[config.mk]
export PLATFORM = sky130hd
export DESIGN_NAME = pb_event_ctrl
export DESIGN_NICKNAME = d
export VERILOG_FILES = /design/src/rtl/pb_ctrl_pkg.sv /design/src/rtl/pb_evt_fifo.sv /design/src/rtl/pb_event_ctrl.sv
export SDC_FILE = /design/constraint.sdc
export NUM_CORES = 1
export LEC_CHECK = 0
export CAP_MARGIN = 0
export CORE_MARGIN = 8
export CORE_UTILIZATION = 40
export CTS_BUF_LIST = sky130_fd_sc_hd__clkbuf_2
export CTS_CLUSTER_SIZE = 16
export DETAILED_ROUTE_END_ITERATION = 10
export GPL_ROUTABILITY_DRIVEN = 0
export PLACE_DENSITY_LB_ADDON = 0.25
export RECOVER_POWER = 25
export SETUP_SLACK_MARGIN = 0.5
export SLEW_MARGIN = 10
export SYNTH_ARGS = -nofsm -noshare
export SYNTH_HDL_FRONTEND = slang
export SYNTH_SLANG_ARGS = --single-unit
export TNS_END_PERCENT = 100
[constraint.sdc]
create_clock -name clk -period 3.95 [get_ports clk]
set_clock_uncertainty 0.15 [all_clocks]
set_input_delay 0.79 -clock clk [delete_from_list [all_inputs] [get_ports clk]]
set_output_delay 0.79 -clock clk [all_outputs]
set_load 0.03 [all_outputs]
[src/rtl/pb_ctrl_pkg.sv]
// Shared definitions for the push-button event controller: debounce FSM
// state encoding and event type codes.
package pb_ctrl_pkg;

   typedef enum logic [1:0] {
      ST_IDLE  = 2'b00,
      ST_WAIT1 = 2'b01,
      ST_ONE   = 2'b10,
      ST_WAIT0 = 2'b11
   } pb_state_t;

   localparam logic [1:0] EVT_NONE    = 2'b00;
   localparam logic [1:0] EVT_PRESS   = 2'b01;
   localparam logic [1:0] EVT_RELEASE = 2'b10;
   localparam logic [1:0] EVT_LONG    = 2'b11;

endpackage

[src/rtl/pb_evt_fifo.sv]
// First-word fall-through event FIFO: storage array feeding a registered head,
// so a word written into an empty FIFO is presented one cycle after the write.
module pb_evt_fifo #(
   parameter int unsigned WIDTH = 4,
   parameter int unsigned DEPTH = 4
) (
   input  logic             clk,
   input  logic             resetn,
   input  logic             wr_en,
   input  logic [WIDTH-1:0] wr_data,
   output logic             full,
   input  logic             rd_en,
   output logic [WIDTH-1:0] rd_data,
   output logic             empty
);

   localparam int unsigned AW = $clog2(DEPTH);
   localparam int unsigned CW = $clog2(DEPTH + 1);

   logic [WIDTH-1:0] mem [DEPTH];
   logic [AW-1:0]    wptr, rptr;
   logic [CW-1:0]    mcnt, mcnt_nx;
   logic             hd_vld, hd_vld_nx;
   logic [WIDTH-1:0] hd;
   logic             push, pop, load;

   always_comb begin
      push      = wr_en & ~full;
      pop       = rd_en & hd_vld;
      load      = (mcnt != '0) & (~hd_vld | pop);
      mcnt_nx   = mcnt + CW'(push) - CW'(load);
      hd_vld_nx = load | (hd_vld & ~pop);
   end

   always_ff @(posedge clk) begin
      if (push) mem[wptr] <= wr_data;
   end

   // full counts the head register too, so capacity is exactly DEPTH words
   always_ff @(posedge clk or negedge resetn) begin
      if (!resetn) begin
         wptr   <= '0;
         rptr   <= '0;
         mcnt   <= '0;
         hd_vld <= 1'b0;
         hd     <= '0;
         full   <= 1'b0;
      end else begin
         if (push) wptr <= wptr + 1'b1;
         if (load) begin
            hd   <= mem[rptr];
            rptr <= rptr + 1'b1;
         end
         mcnt   <= mcnt_nx;
         hd_vld <= hd_vld_nx;
         full   <= (mcnt_nx + CW'(hd_vld_nx)) == CW'(DEPTH);
      end
   end

   assign rd_data = hd;
   assign empty   = ~hd_vld;

endmodule

[src/rtl/pb_event_ctrl.sv]
// Multi-button debouncer with round-robin event arbitration into a FWFT FIFO.
// Define PB_LONGPRESS_EN to enable long-press (type 11) events.
module pb_event_ctrl #(
   parameter int unsigned NUM_PB     = 4,
   parameter int unsigned PRESCALE   = 50000,
   parameter int unsigned STABLE_CNT = 20,
   parameter int unsigned LONG_CNT   = 1000,
   parameter int unsigned FIFO_DEPTH = 4
) (
   input  logic                      clk,
   input  logic                      resetn,
   input  logic [NUM_PB-1:0]         pb_in,
   output logic [NUM_PB-1:0]         pb_level,
   output logic                      evt_valid,
   input  logic                      evt_ready,
   output logic [$clog2(NUM_PB)-1:0] evt_id,
   output logic [1:0]                evt_type,
   output logic                      evt_overflow,
   input  logic                      ovf_clr
);
   import pb_ctrl_pkg::*;

   localparam int unsigned IW = $clog2(NUM_PB);
   localparam int unsigned CW = $clog2(LONG_CNT + 1);
   localparam int unsigned RW = $clog2(STABLE_CNT + 1);
   localparam int unsigned PW = $clog2(PRESCALE);

   logic [NUM_PB-1:0] s1, s2;
   logic [PW-1:0]     pcnt;
   logic              tick;

   pb_state_t         st     [NUM_PB];
   pb_state_t         st_nx  [NUM_PB];
   logic [CW-1:0]     cnt    [NUM_PB];
   logic [CW-1:0]     cnt_nx [NUM_PB];
   logic [RW-1:0]     rcnt   [NUM_PB];
   logic [RW-1:0]     rcnt_nx[NUM_PB];
   logic [NUM_PB-1:0] raise;
   logic [1:0]        rtype  [NUM_PB];

   logic [NUM_PB-1:0] pend, gsel, drop, accept;
   logic [1:0]        ptype  [NUM_PB];
   logic [IW-1:0]     rr, gnt_idx, idx;
   logic [IW:0]       sum;
   logic              gnt, full, empty;
   logic [IW+1:0]     wr_data, rd_data;

   assign tick = (pcnt == PW'(PRESCALE - 1));

   always_ff @(posedge clk or negedge resetn) begin
      if (!resetn) begin
         s1   <= '0;
         s2   <= '0;
         pcnt <= '0;
      end else begin
         s1   <= pb_in;
         s2   <= s1;
         pcnt <= tick ? '0 : pcnt + 1'b1;
      end
   end

   always_ff @(posedge clk or negedge resetn) begin
      if (!resetn) begin
         for (int unsigned i = 0; i < NUM_PB; i++) begin
            st[i]   <= ST_IDLE;
            cnt[i]  <= '0;
            rcnt[i] <= '0;
         end
      end else begin
         for (int unsigned i = 0; i < NUM_PB; i++) begin
            st[i]   <= st_nx[i];
            cnt[i]  <= cnt_nx[i];
            rcnt[i] <= rcnt_nx[i];
         end
      end
   end

   always_comb begin
      for (int unsigned i = 0; i < NUM_PB; i++) begin
         st_nx[i]   = st[i];
         cnt_nx[i]  = cnt[i];
         rcnt_nx[i] = rcnt[i];
         raise[i]   = 1'b0;
         rtype[i]   = EVT_NONE;
         if (tick) begin
            case (st[i])
               ST_IDLE: begin
                  if (s2[i]) begin
                     st_nx[i]  = ST_WAIT1;
                     cnt_nx[i] = CW'(1);
                  end
               end
               ST_WAIT1: begin
                  if (!s2[i]) begin
                     st_nx[i]  = ST_IDLE;
                     cnt_nx[i] = '0;
                  end else if (cnt[i] == CW'(STABLE_CNT - 1)) begin
                     st_nx[i]  = ST_ONE;
                     cnt_nx[i] = '0;
                     raise[i]  = 1'b1;
                     rtype[i]  = EVT_PRESS;
                  end else begin
                     cnt_nx[i] = cnt[i] + 1'b1;
                  end
               end
               ST_ONE: begin
                  if (!s2[i]) begin
                     st_nx[i]   = ST_WAIT0;
                     rcnt_nx[i] = RW'(1);
                  end
`ifdef PB_LONGPRESS_EN
                  else if (cnt[i] != CW'(LONG_CNT)) begin
                     cnt_nx[i] = cnt[i] + 1'b1;
                     if (cnt[i] == CW'(LONG_CNT - 2)) begin
                        raise[i] = 1'b1;
                        rtype[i] = EVT_LONG;
                     end
                  end
`endif
               end
               ST_WAIT0: begin
                  if (s2[i]) begin
                     st_nx[i]   = ST_ONE;
                     rcnt_nx[i] = '0;
                  end else if (rcnt[i] == RW'(STABLE_CNT - 1)) begin
                     st_nx[i]   = ST_IDLE;
                     rcnt_nx[i] = '0;
                     cnt_nx[i]  = '0;
                     raise[i]   = 1'b1;
                     rtype[i]   = EVT_RELEASE;
                  end else begin
                     rcnt_nx[i] = rcnt[i] + 1'b1;
                  end
               end
            endcase
         end
      end
   end

   always_comb begin
      for (int unsigned i = 0; i < NUM_PB; i++)
         pb_level[i] = (st[i] == ST_ONE) || (st[i] == ST_WAIT0);
   end

   // Round-robin search starting at rr, wrapping modulo NUM_PB
   always_comb begin
      gnt     = 1'b0;
      gnt_idx = '0;
      gsel    = '0;
      sum     = '0;
      idx     = '0;
      for (int unsigned k = 0; k < NUM_PB; k++) begin
         sum = {1'b0, rr} + (IW+1)'(k);
         if (sum >= (IW+1)'(NUM_PB)) sum = sum - (IW+1)'(NUM_PB);
         idx = sum[IW-1:0];
         if (!full && !gnt && pend[idx]) begin
            gnt     = 1'b1;
            gnt_idx = idx;
         end
      end
      if (gnt) gsel[gnt_idx] = 1'b1;
      drop    = raise & pend & ~gsel;
      accept  = raise & ~drop;
      wr_data = {gnt_idx, ptype[gnt_idx]};
   end

   always_ff @(posedge clk or negedge resetn) begin
      if (!resetn) begin
         pend         <= '0;
         rr           <= '0;
         evt_overflow <= 1'b0;
         for (int unsigned i = 0; i < NUM_PB; i++) ptype[i] <= EVT_NONE;
      end else begin
         pend <= (pend & ~gsel) | accept;
         for (int unsigned i = 0; i < NUM_PB; i++)
            if (accept[i]) ptype[i] <= rtype[i];
         if (|drop)        evt_overflow <= 1'b1;
         else if (ovf_clr) evt_overflow <= 1'b0;
         if (gnt) rr <= (gnt_idx == IW'(NUM_PB - 1)) ? '0 : gnt_idx + 1'b1;
      end
   end

   pb_evt_fifo #(
      .WIDTH (IW + 2),
      .DEPTH (FIFO_DEPTH)
   ) u_fifo (
      .clk     (clk),
      .resetn  (resetn),
      .wr_en   (gnt),
      .wr_data (wr_data),
      .full    (full),
      .rd_en   (evt_ready),
      .rd_data (rd_data),
      .empty   (empty)
   );

   assign evt_valid = ~empty;
   assign evt_id    = rd_data[IW+1:2];
   assign evt_type  = rd_data[1:0];

endmodule

==> metrics.md <==
| Metric | Value |
|---|---|
| Maximum clock rate | 338 MHz |
| Fin. Hold Viols | 0 |
| Util after Layout | 43.8% |
| Setup TNS | 0 ns |
| Worst EP required | 3.01 ns |
| Initial Utilization | around two fifths |
| Status | finished, violations left |
| RR Endpoint | cnt[16] |
| Switching power | 0.687 mW |
| Avg WL per Cell | 15.3 um |
| # clock sinks | 136 |
| Synth Register Bits | 136 |
| Worst reg-to-reg path cell count | 7 |
| Nets | approximately 760 |
| RSZ-0062 raised after global routing | false |
| Crit path DAT | 2.02 ns |
| Final non-filler cell area | 7770 um^2 |
| Top cell type's share of synthesized area | between 40% and 50% |
| H-Tree Level Count | 4 |
| DR pass1 iterations | 5 |
| Final setup violation count | 0 |
| Post-synth cell types | 73 |
| WP buf/inv | 1 |
| Total Routing Usage GR | 14.1% |
| Layout cells sized above 1 | 10.4% |
| Power, Total | 2.61 mW |
| Clk slew on worst S/H paths | about 0.20 ns |
| Hold path depth | 0 |
| Cell depth of the worst setup path | 1 |
| CP Capture Type | output port |
| Slew margin rel. | -7.51% |
| Share of synthesized flip-flops with an asynchronous set or reset | 88.2% |
| Die Y | 150 um |
| Mean post-synth cell area | approximately 10 um^2 |
| Worst skew pair latency | roughly 0.70 ns |
| Mapped cell area | 7140 um^2 |
| CTS Buf Count | 17 |
| Root Buffer | clkbuf_2 |
| Number of global-route vias before repair | 5423 |
| Vias | 5326 |
| Die width | 150 um |
| Crit Path Max Fanout | 10 |
| First-pass GRT wire length | 25800 um |
| Top cells by count, synth | dfrtp_1, o21ai_0, nand2_1 |
| Buffers on Ports | 17 |
| Synth area leader | dfrtp_1 |
| Largest net degree at the start of global routing | 62 |
| Drt total wl | 14800 um |
| Period minus WS final | 2.96 ns |
| Placeable Area | 17700 um^2 |
| Area of the multi-input gates | roughly 3400 um^2 |
| Vias per cell | 5.50 |
| Cell Chain, Critical Path | clkdlybuf4s50_1 |
| WHS | 0.217 ns |
| Power Dens Cells | 336 nW/um^2 |
| Number of synthesized flops with an enable pin | 16 |
| Largest cells by area after synthesis | dfrtp_1, edfxtp_1, o21ai_0 |
| Placement Cell Area | 7520 um^2 |
| Failing checks | max-capacitance violations, max-slew violations |
| Synthesized instance count | 711 |
| P_leak | 3.22 nW |
| Most frequent cell after synthesis | dfrtp_1 |
| Max clock buf depth | 2 |
| Logic pwr share | under 10% |
| Kind of critical path | register to output port |
| GR Overflow Total | 0 |
| Sw Ratio | about a quarter |
| CTS tree | built |
| HP Class | register to register |
| Syn nets | 741 |
| Post-DRT Antenna Nets | 0 |
| Clock network power share | 32.9% |
| IR Drop Worst-Case VDD | between 0.2 and 0.25 mV |
| R2r startpoint | pcnt[0] |
| DRC violations left | 0 |
| Worst path top cell family by delay | buffers and inverters |
| Startpoint Class | register |
| Crit share post-route | about 75% |
| Sequential Area | 3480 um^2 |
| Sequential Power Share | 57.5% |
| FILL cells | roughly 1700 |
| Max cap viols | 1 |
| First DRT Iteration DRCs | 270 |
| Int Pwr | 1.93 mW |
| Syn. warnings | 0 |
| Worst Tran Pin Value | 1.61 ns |
| Initial antenna violation count | 1 |
| Cell row count | 49 |
| Area grow syn2layout | 8.76% |
| Io pins | 18 |
| Critical-path top delay cell | clkdlybuf4s50_1 |
| Flop-to-flop setup slack | approximately 1.1 ns |
| Die footprint | 22400 um^2 |
| Sequential area share after synthesis | 48.8% |
| Half-perimeter wire length after placement | 10400 um |
| CP max stage delay | 0.74 ns |
| Setup crit end | pb_level[3] |
| Post-synth top flop | dfrtp_1 |
| Max Slew Vio Count | 61 |
-- logic make-up after synthesis --
logic type	Yosys count	synth area share, %
XOR/XNOR	20	2.45
AO/OA/AOI/OAI	176	16.6
adder cells (fa/ha/maj)	22	3.96
multiplexers	17	3.19
buffers and inverters	57	3.35
flip-flops	136	48.8
AND/OR/NAND/NOR	283	21.7
-- routing by layer --
| layer | up-vias | wire length [um] | global-route usage (%) |
|---|---|---|---|
| li1 | 2610 | - | - |
| met1 | 2631 | 6700 | 16.7 |
| met2 | 75 | 7580 | 24.1 |
| met3 | 10 | 405 | 3.14 |
| met4 | 0 | 164 | 6.06 |
| met5 | - | 0 | 0 |
-- flip-flops by register name (all words and copies together), names as in the netlist, 8 cells and up, named ones only --
signal / flops
cnt: 40
rcnt: 20
pcnt: 16
u_fifo.mem: 16
ptype: 8
-- area by class of cell --
cell class	count	share of cell area, %
flip-flops and latches	136	44.9
multi-input cells	518	44.0
well taps	229	3.69
repair buffers	25	3.04
clock inverters	10	1.68
clock buffers	21	1.35
inverters	27	1.30
diodes	2	0.0644
-- power groups by stage --
stage	registers, mW	clock network, mW	logic (mW)
floorplan	1.50	0	0.184
global placement	1.53	0	0.232
detailed placement	1.53	0	0.263
CTS	1.50	0.897	0.265
global route	1.51	0.948	0.289
finish	1.50	0.859	0.251
-- through the flow --
step / std cells / setup slack, ns
4_1_cts: 966 / 0.906
5_1_grt: 968 / 0.848
2_1_floorplan: 711 / 1.14
6_report: 968 / 0.991
3_5_place_dp: 934 / 0.643
3_3_place_gp: 934 / 0.796
-- placed cells by master, fill, tap and decap left out, types with 4 or more instances in the layout --
cell | netlist | routed
clkinv_2 | 0 | 5
o31ai_2 | 5 | 5
nor4_1 | 6 | 6
dfrtp_1 | 120 | 120
o31ai_1 | 17 | 17
nand3_1 | 45 | 45
edfxtp_1 | 16 | 16
nor3_1 | 13 | 13
ha_1 | 21 | 21
nor2_1 | 53 | 53
o41ai_2 | 4 | 4
mux4_2 | 4 | 4
mux2_2 | 6 | 6
o21ai_0 | 79 | 79
nor2b_1 | 17 | 17
xor2_1 | 8 | 8
a31oi_1 | 6 | 6
nand2b_1 | 17 | 17
nand4bb_1 | 4 | 4
nand4_1 | 12 | 12
or4_1 | 5 | 5
buf_4 | 3 | 5
inv_1 | 27 | 27
nand2_1 | 56 | 56
clkdlybuf4s50_1 | 0 | 12
mux2i_1 | 7 | 7
a21bo_2 | 4 | 4
clkbuf_2 | 0 | 22
and2_1 | 9 | 9
and3_1 | 14 | 14
dlygate4sd3_1 | 0 | 5
xnor2_1 | 12 | 12
a21o_1 | 4 | 4
a21oi_1 | 23 | 23
-- worst min-delay path by stage --
stage	start	to	slack (ns)
final	s1[3]	s2[3]	0.22
after global placement	s1[0]	s2[0]	0.19
after detailed placement	s1[2]	s2[2]	0.19
after global routing	s1[3]	s2[3]	0.22
after floorplan	s1[0]	s2[0]	0.18
after CTS	s1[3]	s2[3]	0.21
-- what timing repair did --
action / CTS / global route
resized for setup: 0 / 0
endpoints found under the setup margin: 0 / 0
endpoints found under the hold margin: 37 / 0
buffers inserted: 0 / 0
hold buffers: 1 / 0
(Power assumes the default switching activity.)
